==> src/rtl/fetch_pkg.sv <==
// Shared types and constants for the instruction-fetch front end.
package fetch_pkg;

  localparam int          FQ_DEPTH_DEF = 4;
  localparam logic [31:0] PC_INC       = 32'd4;

  typedef enum logic {
    S_RUN  = 1'b0,
    S_PEND = 1'b1
  } fetch_state_e;

  typedef struct packed {
    logic [31:0] pc;
    logic [31:0] instr;
  } fq_entry_t;

  function automatic logic [31:0] word_align(input logic [31:0] addr);
    return {addr[31:2], 2'b00};
  endfunction

  function automatic logic [31:0] sat_inc(input logic [31:0] value);
    return (value == 32'hFFFF_FFFF) ? value : value + 32'd1;
  endfunction

endpackage

==> src/rtl/fetch_queue.sv <==
// Synchronous FIFO of {pc,instr} pairs between fetch and decode, with flush.
module fetch_queue
  import fetch_pkg::*;
#(
  parameter int DEPTH = FQ_DEPTH_DEF,
  parameter int AW    = 2
) (
  input  logic      clk,
  input  logic      reset_n,
  input  logic      push,
  input  logic      pop,
  input  logic      flush,
  input  fq_entry_t wr_data,
  output fq_entry_t rd_data,
  output logic      full,
  output logic      empty,
  output logic [AW:0] count
);

  fq_entry_t      mem [DEPTH];
  logic [AW-1:0]  wr_ptr;
  logic [AW-1:0]  rd_ptr;
  logic           do_push;
  logic           do_pop;

  assign full    = (count == (AW+1)'(DEPTH));
  assign empty   = (count == '0);
  assign do_pop  = pop & ~empty;
  assign do_push = push & (~full | do_pop);
  assign rd_data = mem[rd_ptr];

  // Flush wins over push/pop; a pop in the flush cycle is simply absorbed.
  always_ff @(posedge clk or negedge reset_n) begin
    if (!reset_n) begin
      wr_ptr <= '0;
      rd_ptr <= '0;
      count  <= '0;
      for (int i = 0; i < DEPTH; i++) begin
        mem[i] <= '0;
      end
    end else if (flush) begin
      wr_ptr <= '0;
      rd_ptr <= '0;
      count  <= '0;
    end else begin
      if (do_push) begin
        mem[wr_ptr] <= wr_data;
        wr_ptr      <= wr_ptr + 1'b1;
      end
      if (do_pop) begin
        rd_ptr <= rd_ptr + 1'b1;
      end
      case ({do_push, do_pop})
        2'b10:   count <= count + 1'b1;
        2'b01:   count <= count - 1'b1;
        default: count <= count;
      endcase
    end
  end

endmodule

==> src/rtl/fetch_unit.sv <==
// Fetch front end: PC register, redirect FSM, push gating into fetch_queue.
// Optional perf counters enabled by defining FETCH_PERF_EN.
module fetch_unit
  import fetch_pkg::*;
#(
  parameter logic [31:0] RESET_PC = 32'h0000_0000,
  parameter int          FQ_DEPTH = FQ_DEPTH_DEF,
  parameter int          FQ_AW    = 2
) (
  input  logic             clk,
  input  logic             reset_n,
  output logic [31:0]      pc,
  input  logic [31:0]      instr,
  input  logic             stall,
  input  logic             redirect_valid,
  input  logic [31:0]      redirect_pc,
  output logic             dec_valid,
  input  logic             dec_ready,
  output logic [31:0]      dec_instr,
  output logic [31:0]      dec_pc,
  output logic [FQ_AW:0]   fq_count
`ifdef FETCH_PERF_EN
  ,
  output logic [31:0]      perf_stall_cyc,
  output logic [31:0]      perf_fetched
`endif
);

  fetch_state_e state, state_next;
  logic [31:0]  pc_next;
  logic [31:0]  pend_pc, pend_pc_next;
  logic         push;
  logic         pop;
  logic         flush;
  logic         fq_full;
  logic         fq_empty;
  fq_entry_t    wr_entry;
  fq_entry_t    head;

  assign pop       = dec_valid & dec_ready;
  assign dec_valid = ~fq_empty;
  assign dec_pc    = head.pc;
  assign dec_instr = head.instr;
  assign wr_entry  = '{pc: pc, instr: instr};

  always_ff @(posedge clk or negedge reset_n) begin
    if (!reset_n) begin
      state   <= S_RUN;
      pc      <= RESET_PC;
      pend_pc <= RESET_PC;
    end else begin
      state   <= state_next;
      pc      <= pc_next;
      pend_pc <= pend_pc_next;
    end
  end

  // While a miss is outstanding the cache still owns pc, so a redirect is parked in pend_pc.
  always_comb begin
    state_next   = state;
    pc_next      = pc;
    pend_pc_next = pend_pc;
    push         = 1'b0;
    flush        = 1'b0;
    case (state)
      S_RUN: begin
        if (redirect_valid) begin
          flush = 1'b1;
          if (!stall) begin
            pc_next = word_align(redirect_pc);
          end else begin
            pend_pc_next = word_align(redirect_pc);
            state_next   = S_PEND;
          end
        end else if (!stall && (!fq_full || pop)) begin
          push    = 1'b1;
          pc_next = pc + PC_INC;
        end
      end
      S_PEND: begin
        if (redirect_valid) begin
          flush        = 1'b1;
          pend_pc_next = word_align(redirect_pc);
        end
        if (!stall) begin
          pc_next    = redirect_valid ? word_align(redirect_pc) : pend_pc;
          state_next = S_RUN;
        end
      end
      default: state_next = S_RUN;
    endcase
  end

  fetch_queue #(
    .DEPTH (FQ_DEPTH),
    .AW    (FQ_AW)
  ) u_queue (
    .clk     (clk),
    .reset_n (reset_n),
    .push    (push),
    .pop     (pop),
    .flush   (flush),
    .wr_data (wr_entry),
    .rd_data (head),
    .full    (fq_full),
    .empty   (fq_empty),
    .count   (fq_count)
  );

`ifdef FETCH_PERF_EN
  always_ff @(posedge clk or negedge reset_n) begin
    if (!reset_n) begin
      perf_stall_cyc <= '0;
      perf_fetched   <= '0;
    end else begin
      if (stall) begin
        perf_stall_cyc <= sat_inc(perf_stall_cyc);
      end
      if (push) begin
        perf_fetched <= sat_inc(perf_fetched);
      end
    end
  end
`endif

endmodule

==> config.mk <==
export PLATFORM = sky130hd
export DESIGN_NAME = fetch_unit
export DESIGN_NICKNAME = d
export VERILOG_FILES = /design/src/rtl/fetch_pkg.sv /design/src/rtl/fetch_queue.sv /design/src/rtl/fetch_unit.sv
export SDC_FILE = /design/constraint.sdc
export NUM_CORES = 1
export LEC_CHECK = 0
export CAP_MARGIN = 5
export CORE_MARGIN = 3
export CORE_UTILIZATION = 55
export CTS_BUF_LIST = sky130_fd_sc_hd__clkbuf_4 sky130_fd_sc_hd__clkbuf_8
export CTS_CLUSTER_SIZE = 12
export DETAILED_ROUTE_END_ITERATION = 16
export PLACE_DENSITY_LB_ADDON = 0.08
export SLEW_MARGIN = 20
export SYNTH_ARGS = -nofsm -noshare
export SYNTH_HDL_FRONTEND = slang
export SYNTH_SLANG_ARGS = --single-unit
==> constraint.sdc <==
create_clock -name clk -period 2.41 [get_ports clk]
set_input_delay 0.6025 -clock clk [delete_from_list [all_inputs] [get_ports clk]]
set_output_delay 0.6025 -clock clk [all_outputs]
set_load 0.05 [all_outputs]
### Yosys cells after proc, flatten, opt, wreduce, memory -nomap -nowiden

Index checks and enable logic that the tools add are counted.

* bits in registers: 328
* input port bits: 69
* output and inout port bits: 100
* word-level logic and storage cells: 80

* add/sub/neg operators: 5
* order comparisons: 3
* equal/unequal tests: 8
* muxes and demuxes: 28
* bitwise operators: 10
* reduce and logical (&&, ||, !) cells: 12

Operators with widths (count)
* bitwise mux 256 bit: 1
* two-way mux 32 bit: 7
* two-way mux 64 bit: 3
* binary-select mux 64 bit (select 2 bit): 1
* demux 64 bit (select 2 bit): 1
* one-hot mux 32 bit (2 select lines): 2
* adder 32 x 3 -> 32 bit, second input constant: 1
* two-way mux 2 bit: 4
* greater-or-equal comparator 3 bit, second input constant: 2
* two-way mux 1 bit: 6
* inequality test 2 bit, second input constant: 3
* inequality test 3 bit, second input constant: 2
* NOT 2 -> 3 bit: 2
* one-hot mux 3 bit (2 select lines): 1
* adder 2 x 1 -> 2 bit, second input constant: 2
* NOT 1 bit: 4
* AND reduction 2 bit: 2
* nonzero test 2 bit: 2
* adder 3 x 1 -> 3 bit, second input constant: 1
* bitwise AND 1 bit: 3
* == test 3 bit, second input constant: 1
* logical NOT 3 bit: 1
* less-than comparator 3 x 1 -> 1 bit, second input constant: 1
* two-way mux 3 bit: 1
* other kinds (10): 12

### Longest topological paths before layout

Gate-level depths: netlist (run 1).

* depth after elaboration: 12
* gate-level depth with buffers: 8
* mapped depth without buffers: 7

### Hierarchy

A second synthesis (run 1) with hierarchy kept.

* cells, all modules: 1048
* area, all modules: 15322.2 µm²

By module, submodules not included
* fetch_queue: instances 1, cells an instance 679, area an instance 11672.4 µm², sequential area each 6581.3 µm²
* fetch_unit: instances 1, cells an instance 369, area an instance 3649.8 µm², sequential area each 1626.6 µm²

### Worst setup path before layout (run 1)

OpenSTA, ideal clock, no wires.

* kind: register -> output
* from: reg u_queue.rd_ptr[0]
* to: out dec_instr[25]
* arrival time: 1.813 ns
* data required time: 1.808 ns
* setup slack: -0.005 ns
* cell stages (with the launch flop): 4
* path buffers: 2
* path through: dfrtp_1 -> buf_1 -> buf_2 -> mux4_2

* cells in the longest elaborated chain, start to end: 4

RTL lines
* start: declaration: RTL line fetch_queue.sv:22 `logic [AW-1:0] rd_ptr;`
* start signal: assignment: RTL line fetch_queue.sv:51 `rd_ptr <= rd_ptr + 1'b1;`
* NOT 2 -> 3 bit (implied by the code): RTL line fetch_queue.sv:30 `assign rd_data = mem[rd_ptr];`
* binary-select mux 64 bit (select 2 bit): RTL line fetch_queue.sv:30
* two-way mux 64 bit (implied by the code) (2 in series): RTL line fetch_queue.sv:30
* end: declaration: RTL line fetch_unit.sv:19 `output logic [31:0] dec_instr,`

No other way between the ends. The select of a mux whose other input is x is not followed.

### Worst setup path after layout (run 1)

* from: reg u_queue.rd_ptr[0]
* to: out dec_pc[13]

* cells in the longest elaborated chain, start to end: 4

RTL lines
* NOT 2 -> 3 bit (implied by the code): RTL line fetch_queue.sv:30
* binary-select mux 64 bit (select 2 bit): RTL line fetch_queue.sv:30
* two-way mux 64 bit (implied by the code) (2 in series): RTL line fetch_queue.sv:30
* end: declaration: RTL line fetch_unit.sv:20 `output logic [31:0] dec_pc,`

No other way between the ends. The select of a mux whose other input is x is not followed.

==> results.sh, run 1 <==
export IMPL_r2r_slack_ns=0.17
export IMPL_cap_violations=0
export IMPL_synth_edf_count=0
export IMPL_power_leakage_nw=8.67
export IMPL_fillers=1796
export IMPL_slowest_stage="mux4_2"
export IMPL_synth_cells=1044
export IMPL_start_util=0.564
export IMPL_period_share=1.11
export IMPL_dp_cells=1552
export IMPL_max_stage_delay_ns=0.56
export IMPL_grt_usage=0.240
export IMPL_synth_fp_nets=1119
export IMPL_syn_area_per_cell_um2=14.2
export IMPL_status="finished, violations left"
export IMPL_hold_class="primary input to flip-flop"
export IMPL_rsz0062_at_grt="yes"
export IMPL_dp_hpwl_um=22700
export IMPL_tightest_slew_ns=0.537
export IMPL_clkTransAtPathRegs_ns=0.06
export IMPL_drive_above_1_share=0.456
export IMPL_grt_ovfl_total=0
export IMPL_fin_util=0.722
export IMPL_ys_seq_area_frac=0.554
export IMPL_path_class="flip-flop to primary output"
export IMPL_cp_max_fo=8
export IMPL_slew_viol_final=0
export IMPL_synth_area_leader_cell="dfrtp_1"
export IMPL_grt_pass1_vias=10300
export IMPL_p_per_area_mw_per_mm2=1240
export IMPL_yosys_warnings=0
export IMPL_hold_viol=0
export IMPL_antenna_found_initial=0
export IMPL_cpMostUsedCell="buf_12"
export IMPL_finalNonFillerCells=1663
export IMPL_drtAntennaViolNets=0
export IMPL_vias_per_cell=5.94
export IMPL_cts_htree_levels=2
export IMPL_max_slew_margin=0.643
export IMPL_hold_end="u_queue.rd_ptr[1]$_DFFE_PN0P_"
export IMPL_antennaDiodeCount=0
export IMPL_die_h_um=170
export IMPL_critPathBufInv=3
export IMPL_numPortBuffers=166
export IMPL_critical_path_top_delay_family="multiplexers"
export IMPL_period_minus_slack_ns=2.67
export IMPL_drtIter0Drc=621
export IMPL_max_freq_mhz=374
export IMPL_regArea_mm2=0.00822
export IMPL_gp_congestion=0.898
export IMPL_multi_input_area_mm2=0.00626
export IMPL_netlist_area_mm2=0.0148
export IMPL_worst_r2r_endpoint="pc[27]$_DFFE_PN0P_"
export IMPL_arrival_ns=2.07
export IMPL_violations="setup timing"
export IMPL_syn_to_final_growth_pct=28.1
export IMPL_fin_ws_ns=-0.264
export IMPL_cp_start_kind="flip-flop"
export IMPL_holdWs_ns=0.414
export IMPL_yosys_top_cells_area="dfrtp_1 55%, mux2_2 20%, mux4_2 9.7%, o21ai_0 2.0%, buf_2 1.3%"
export IMPL_reg2reg_from="pc[4]$_DFFE_PN0P_"
export IMPL_final_nets=1358
export IMPL_dieWidth_um=170
export IMPL_synth_flop_cell="dfrtp_1"
export IMPL_async_flop_share=1.00
export IMPL_min_from="redirect_valid"
export IMPL_drt_wl_total_um=35000
export IMPL_grt_max_degree=58
export IMPL_total_power_mw=23.6
export IMPL_finalInstanceArea_mm2=0.0190
export IMPL_place_area_mm2=0.0173
export IMPL_wl_per_cell_um=21.1
export IMPL_peakVddDrop_v=0.000846
export IMPL_ys_ff_latch=328
export IMPL_num_rows=59
export IMPL_route_detailed_drc=0
export IMPL_endpoint_kind="primary output"
export IMPL_cts_buffers=54
export IMPL_pin_count=169
export IMPL_cts_root_buf="clkbuf_8"
export IMPL_grt_pass1_wl_um=55100
export IMPL_finClkSkew_ns=0.0175
export IMPL_setup_viol=64
export IMPL_clock_latency_ns=0.57
export IMPL_first_pass_iters=7
export IMPL_hold_depth=3
export IMPL_cts_sinks=328
export IMPL_vias=9883
export IMPL_dieArea_mm2=0.0289
export IMPL_core_mm2=0.0263
export IMPL_required_ns=1.81
export IMPL_yosysTopAreaCellShare=0.554
export IMPL_crit_chain="buf_12, buf_12, mux4_2, buf_6"
export IMPL_r2r_cells=5
export IMPL_ys_types=58
export IMPL_cts_tree="built"
export IMPL_max_clock_path_buffers=3
-- layout make-up --
class,count,area share
inverter,11,0.00217
sequential,328,0.433
multi-input combinational,629,0.330
clock inverter,12,0.00488
tap,335,0.0221
timing repair buffer,259,0.147
clock buffer,89,0.0609
-- worst max-delay path by stage --
stage,cells after the start,start,endpoint
CTS,3,u_queue.rd_ptr[0]$_DFFE_PN0P_,dec_pc[28]
floorplan,7,pc[2]$_DFFE_PN0P_,pc[24]$_DFFE_PN0P_
global route,4,u_queue.rd_ptr[0]$_DFFE_PN0P_,dec_pc[13]
global placement,8,stall,u_queue.count[2]$_DFFE_PN0P_
detailed placement,8,stall,u_queue.count[2]$_DFFE_PN0P_
finish,4,u_queue.rd_ptr[0]$_DFFE_PN0P_,dec_pc[13]
-- sequential cells by signal, summed over array words and instances, names as in the netlist --
signal          flops
pend_pc            32
state               1
u_queue.rd_ptr      2
u_queue.wr_ptr      2
pc                 32
u_queue.mem       256
u_queue.count       3
-- kinds of logic after synthesis --
| family | count (synthesis) | synth area share |
|---|---|---|
| adder cells (fa/ha/maj) | 6 | 0.00557 |
| XOR/XNOR | 5 | 0.00296 |
| multiplexers | 331 | 0.300 |
| AND/OR/NAND/NOR | 137 | 0.0477 |
| flip-flops | 328 | 0.554 |
| buffers and inverters | 87 | 0.0254 |
| AO/OA/AOI/OAI | 150 | 0.0648 |
-- power breakdown --
group / switching (mW) / internal (mW) / leakage, nW
registers: 0.987 / 7.24 / 4.20
logic: 5.44 / 4.58 / 3.80
clock network: 2.21 / 3.15 / 0.670
-- Yosys cell counts (all sizes together), types with 2 or more instances --
cell,number
a21o,4
a21oi,16
a221oi,6
a222oi,2
a22o,10
a22oi,14
a31oi,9
and2,3
and3,5
buf,47
clkbuf,29
dfrtp,328
ha,5
inv,11
mux2,262
mux2i,5
mux4,64
nand2,53
nand3,9
nand4,8
nor2,23
nor2b,4
nor3,11
nor4,8
o211ai,3
o21ai,63
o22ai,3
o2bb2ai,4
o31a,3
o31ai,7
or2,2
or3,2
or4,3
xnor2,3
xor2,2
-- placed cells by master, fill, tap and decap left out, drive strengths merged, types with 3 or more instances in the layout --
master and n:
o22ai 3, inv 13, or4 3, a221oi 6, nor3 11, nor4 8, clkinv 9, clkdlybuf4s50 66
clkbuf 93, buf 159, mux2i 5, and2 3, o31a 3, a21oi 16, o21ai 63, nor2b 4
a31oi 9, ha 5, dfrtp 328, nand4 8, a21o 4, nand2 53, and3 5, a22o 10
mux4 64, nand3 9, o31ai 7, dlygate4sd2 26, mux2 262, o2bb2ai 4, nor2 23, xnor2 3
o211ai 3, a22oi 14
-- per-stage QoR --
step	setup TNS, ns	setup slack [ns]
after floorplan	0	0.0682
after global placement	-33.77	-0.228
after detailed placement	-35.82	-0.229
after CTS	-17.50	-0.317
after global routing	-17.84	-0.340
final	-13.17	-0.264
-- worst register-to-register path: stages (launching register included) --
cell       delay, ns
dfrtp_1         0.57
nand4_1         0.27
or4_4           0.49
nor4_1          0.42
a222oi_1        0.13
o2bb2ai_1       0.27
-- per-layer routing --
layer	wire length, um	up-vias	track usage
met5	0	-	0
met4	657	0	0.0624
met3	1980	55	0.0353
met2	17000	317	0.395
met1	15400	5101	0.342
li1	-	4410	-
-- repair_timing --
| action | CTS | global route |
|---|---|---|
| gates resized for setup | 30 | 71 |
| endpoints found under the hold margin | 28 | 0 |
| hold buffers | 1 | 0 |
| gates cloned | 0 | 6 |
| endpoints found under the setup margin | 92 | 67 |
| buffers inserted | 0 | 3 |
Power figures use the tool's default switching activity.
==> run 2, diff against run 1 <==
--- a/config.mk
+++ b/config.mk
@@ -9,8 +9,10 @@
 export CORE_MARGIN = 3
 export CORE_UTILIZATION = 55
 export CTS_BUF_LIST = sky130_fd_sc_hd__clkbuf_4 sky130_fd_sc_hd__clkbuf_8
+export CTS_CLUSTER_DIAMETER = 150
 export CTS_CLUSTER_SIZE = 12
 export DETAILED_ROUTE_END_ITERATION = 16
+export GPL_ROUTABILITY_DRIVEN = 0
 export PLACE_DENSITY_LB_ADDON = 0.08
 export SLEW_MARGIN = 20
 export SYNTH_ARGS = -nofsm -noshare
==> results.sh, run 2 (synthesis gave the netlist of run 1 again) <==
export IMPL_core_mm2=0.0263
export IMPL_max_slew_margin=0.646
export IMPL_path_class="flip-flop to primary output"
export IMPL_grt_pass1_wl_um=54100
export IMPL_period_minus_slack_ns=2.72
export IMPL_fin_util=0.692
export IMPL_first_pass_iters=5
export IMPL_start_util=0.564
export IMPL_cts_sinks=328
export IMPL_hold_viol=0
export IMPL_grt_max_degree=58
export IMPL_rsz0062_at_grt="yes"
export IMPL_cts_htree_levels=1
export IMPL_slew_viol_final=0
export IMPL_drtIter0Drc=616
export IMPL_startpoint="u_queue.rd_ptr[0]$_DFFE_PN0P_"
export IMPL_tightest_slew_ns=0.534
export IMPL_drt_wl_total_um=34400
export IMPL_clkPwrFrac=0.139
export IMPL_cap_violations=0
export IMPL_numPortBuffers=166
export IMPL_place_area_mm2=0.0173
export IMPL_dp_cells=1552
export IMPL_fin_ws_ns=-0.309
export IMPL_status="finished, violations left"
export IMPL_grt_pass1_vias=10000
export IMPL_worst_r2r_endpoint="pc[27]$_DFFE_PN0P_"
export IMPL_arrival_ns=2.12
export IMPL_cp_max_fo=7
export IMPL_vias=9619
export IMPL_finalInstanceArea_mm2=0.0182
export IMPL_crit_chain="buf_6, clkbuf_16, mux4_2, buf_6"
export IMPL_largest_reg_flops=256
export IMPL_final_common_cell="dfrtp_1"
export IMPL_r2r_cells=5
export IMPL_vias_per_cell=6.02
export IMPL_power_leakage_nw=8.24
export IMPL_pwr_share_seq=0.388
export IMPL_wl_per_cell_um=21.5
export IMPL_antenna_found_initial=0
export IMPL_num_rows=59
export IMPL_clock_latency_ns=0.59
export IMPL_syn_to_final_growth_pct=22.7
export IMPL_dieWidth_um=170
export IMPL_dp_hpwl_um=22700
export IMPL_period_share=1.13
export IMPL_finClkSkew_ns=0.0398
export IMPL_endpoint_kind="primary output"
export IMPL_cts_root_buf="clkbuf_8"
export IMPL_antennaDiodeCount=0
export IMPL_final_nets=1337
export IMPL_peakVddDrop_v=0.000716
export IMPL_combPwrFrac=0.473
export IMPL_total_power_mw=21.1
export IMPL_cpMostUsedCell="buf_6"
export IMPL_slowest_stage="mux4_2"
export IMPL_pin_count=169
export IMPL_r2r_slack_ns=0.17
export IMPL_grt_usage=0.235
export IMPL_max_clock_path_buffers=3
export IMPL_p_int_mw=13.0
export IMPL_required_ns=1.81
export IMPL_reg_top3="u_queue.mem: 256 flops, pc: 32 flops, pend_pc: 32 flops"
export IMPL_setup_viol=64
export IMPL_route_detailed_drc=0
export IMPL_reg2reg_from="pc[5]$_DFFE_PN0P_"
export IMPL_p_switching_mw=8.16
export IMPL_holdWs_ns=0.389
export IMPL_dieArea_mm2=0.0289
export IMPL_drtAntennaViolNets=0
export IMPL_drive_above_1_share=0.429
export IMPL_final_cell_mix="325 x dfrtp_1, 262 x mux2_2, 69 x buf_4"
export IMPL_max_stage_delay_ns=0.53
export IMPL_pre_cts_ws_ns=-0.229
export IMPL_cts_buffers=31
export IMPL_hold_depth=3
export IMPL_cp_start_kind="flip-flop"
export IMPL_max_freq_mhz=368
export IMPL_finalNonFillerCells=1598
export IMPL_clkTransAtPathRegs_ns=0.09
export IMPL_hold_class="primary input to flip-flop"
export IMPL_hold_end="u_queue.count[0]$_DFFE_PN0P_"
export IMPL_cts_tree="built"
export IMPL_p_per_area_mw_per_mm2=1160
export IMPL_regMostFlops="u_queue.mem"
export IMPL_violations="setup timing"
export IMPL_min_from="redirect_valid"
export IMPL_tns_ns=-15.48
export IMPL_die_h_um=170
export IMPL_grt_ovfl_total=0
export IMPL_swShare=0.386
[run 2: area by class of cell]
cell class	count	area, um2
clock inverters	1	8.76
repair buffers	261	2790
fillers	1891	8100
multi-input cells	629	6260
flip-flops and latches	328	8220
clock buffers	33	442
well taps	335	419
inverters	11	41.3
[run 2: routing by layer]
layer / share of wire / global-route usage / wire (um)
met3: 0.045 / 0.0300 / 1530
met1: 0.46 / 0.344 / 15800
met2: 0.48 / 0.388 / 16500
met5: 0 / 0 / 0
met4: 0.016 / 0.0444 / 549
[run 2: power groups by stage]
| stage | registers (mW) | clock network [mW] | logic (mW) |
|---|---|---|---|
| floorplan | 8.30 | 0 | 6.28 |
| global placement | 8.18 | 0 | 9.05 |
| detailed placement | 8.29 | 0 | 9.18 |
| CTS | 8.18 | 3.05 | 9.14 |
| global route | 8.40 | 3.26 | 10.5 |
| finish | 8.20 | 2.95 | 9.99 |
[run 2: worst max-delay path, delay by kind of cell, from the launching register on]
| family | cells | cell delay [ns] |
|---|---|---|
| flip-flops | 1 | 0.50 |
| buffers and inverters | 3 | 0.49 |
| multiplexers | 1 | 0.53 |
[run 2: worst max-delay path by stage]
stage | endpoint | slack, ns | depth (start not counted)
final | dec_instr[13] | -0.31 | 4
after global routing | dec_instr[13] | -0.38 | 4
after CTS | dec_pc[28] | -0.35 | 3
after detailed placement | u_queue.count[2]$_DFFE_PN0P_ | -0.23 | 8
after global placement | u_queue.count[2]$_DFFE_PN0P_ | -0.23 | 8
after floorplan | pc[24]$_DFFE_PN0P_ | 0.07 | 7
[run 2: timing repair]
action                                  CTS  global route
endpoints found under the setup margin   94            70
buffers inserted                          0             6
gates cloned                              0             5
pin swaps                                 0             0
hold buffers                              1             0
gates resized for setup                  32            80
endpoints found under the hold margin    28             0
==> run 3, diff against run 2 <==
--- a/config.mk
+++ b/config.mk
@@ -14,7 +14,7 @@
 export DETAILED_ROUTE_END_ITERATION = 16
 export GPL_ROUTABILITY_DRIVEN = 0
 export PLACE_DENSITY_LB_ADDON = 0.08
-export SLEW_MARGIN = 20
+export SLEW_MARGIN = 15
 export SYNTH_ARGS = -nofsm -noshare
 export SYNTH_HDL_FRONTEND = slang
 export SYNTH_SLANG_ARGS = --single-unit
==> results of run 3 <==
No change in the layout: final DEF, timing and power equal those of run 2.
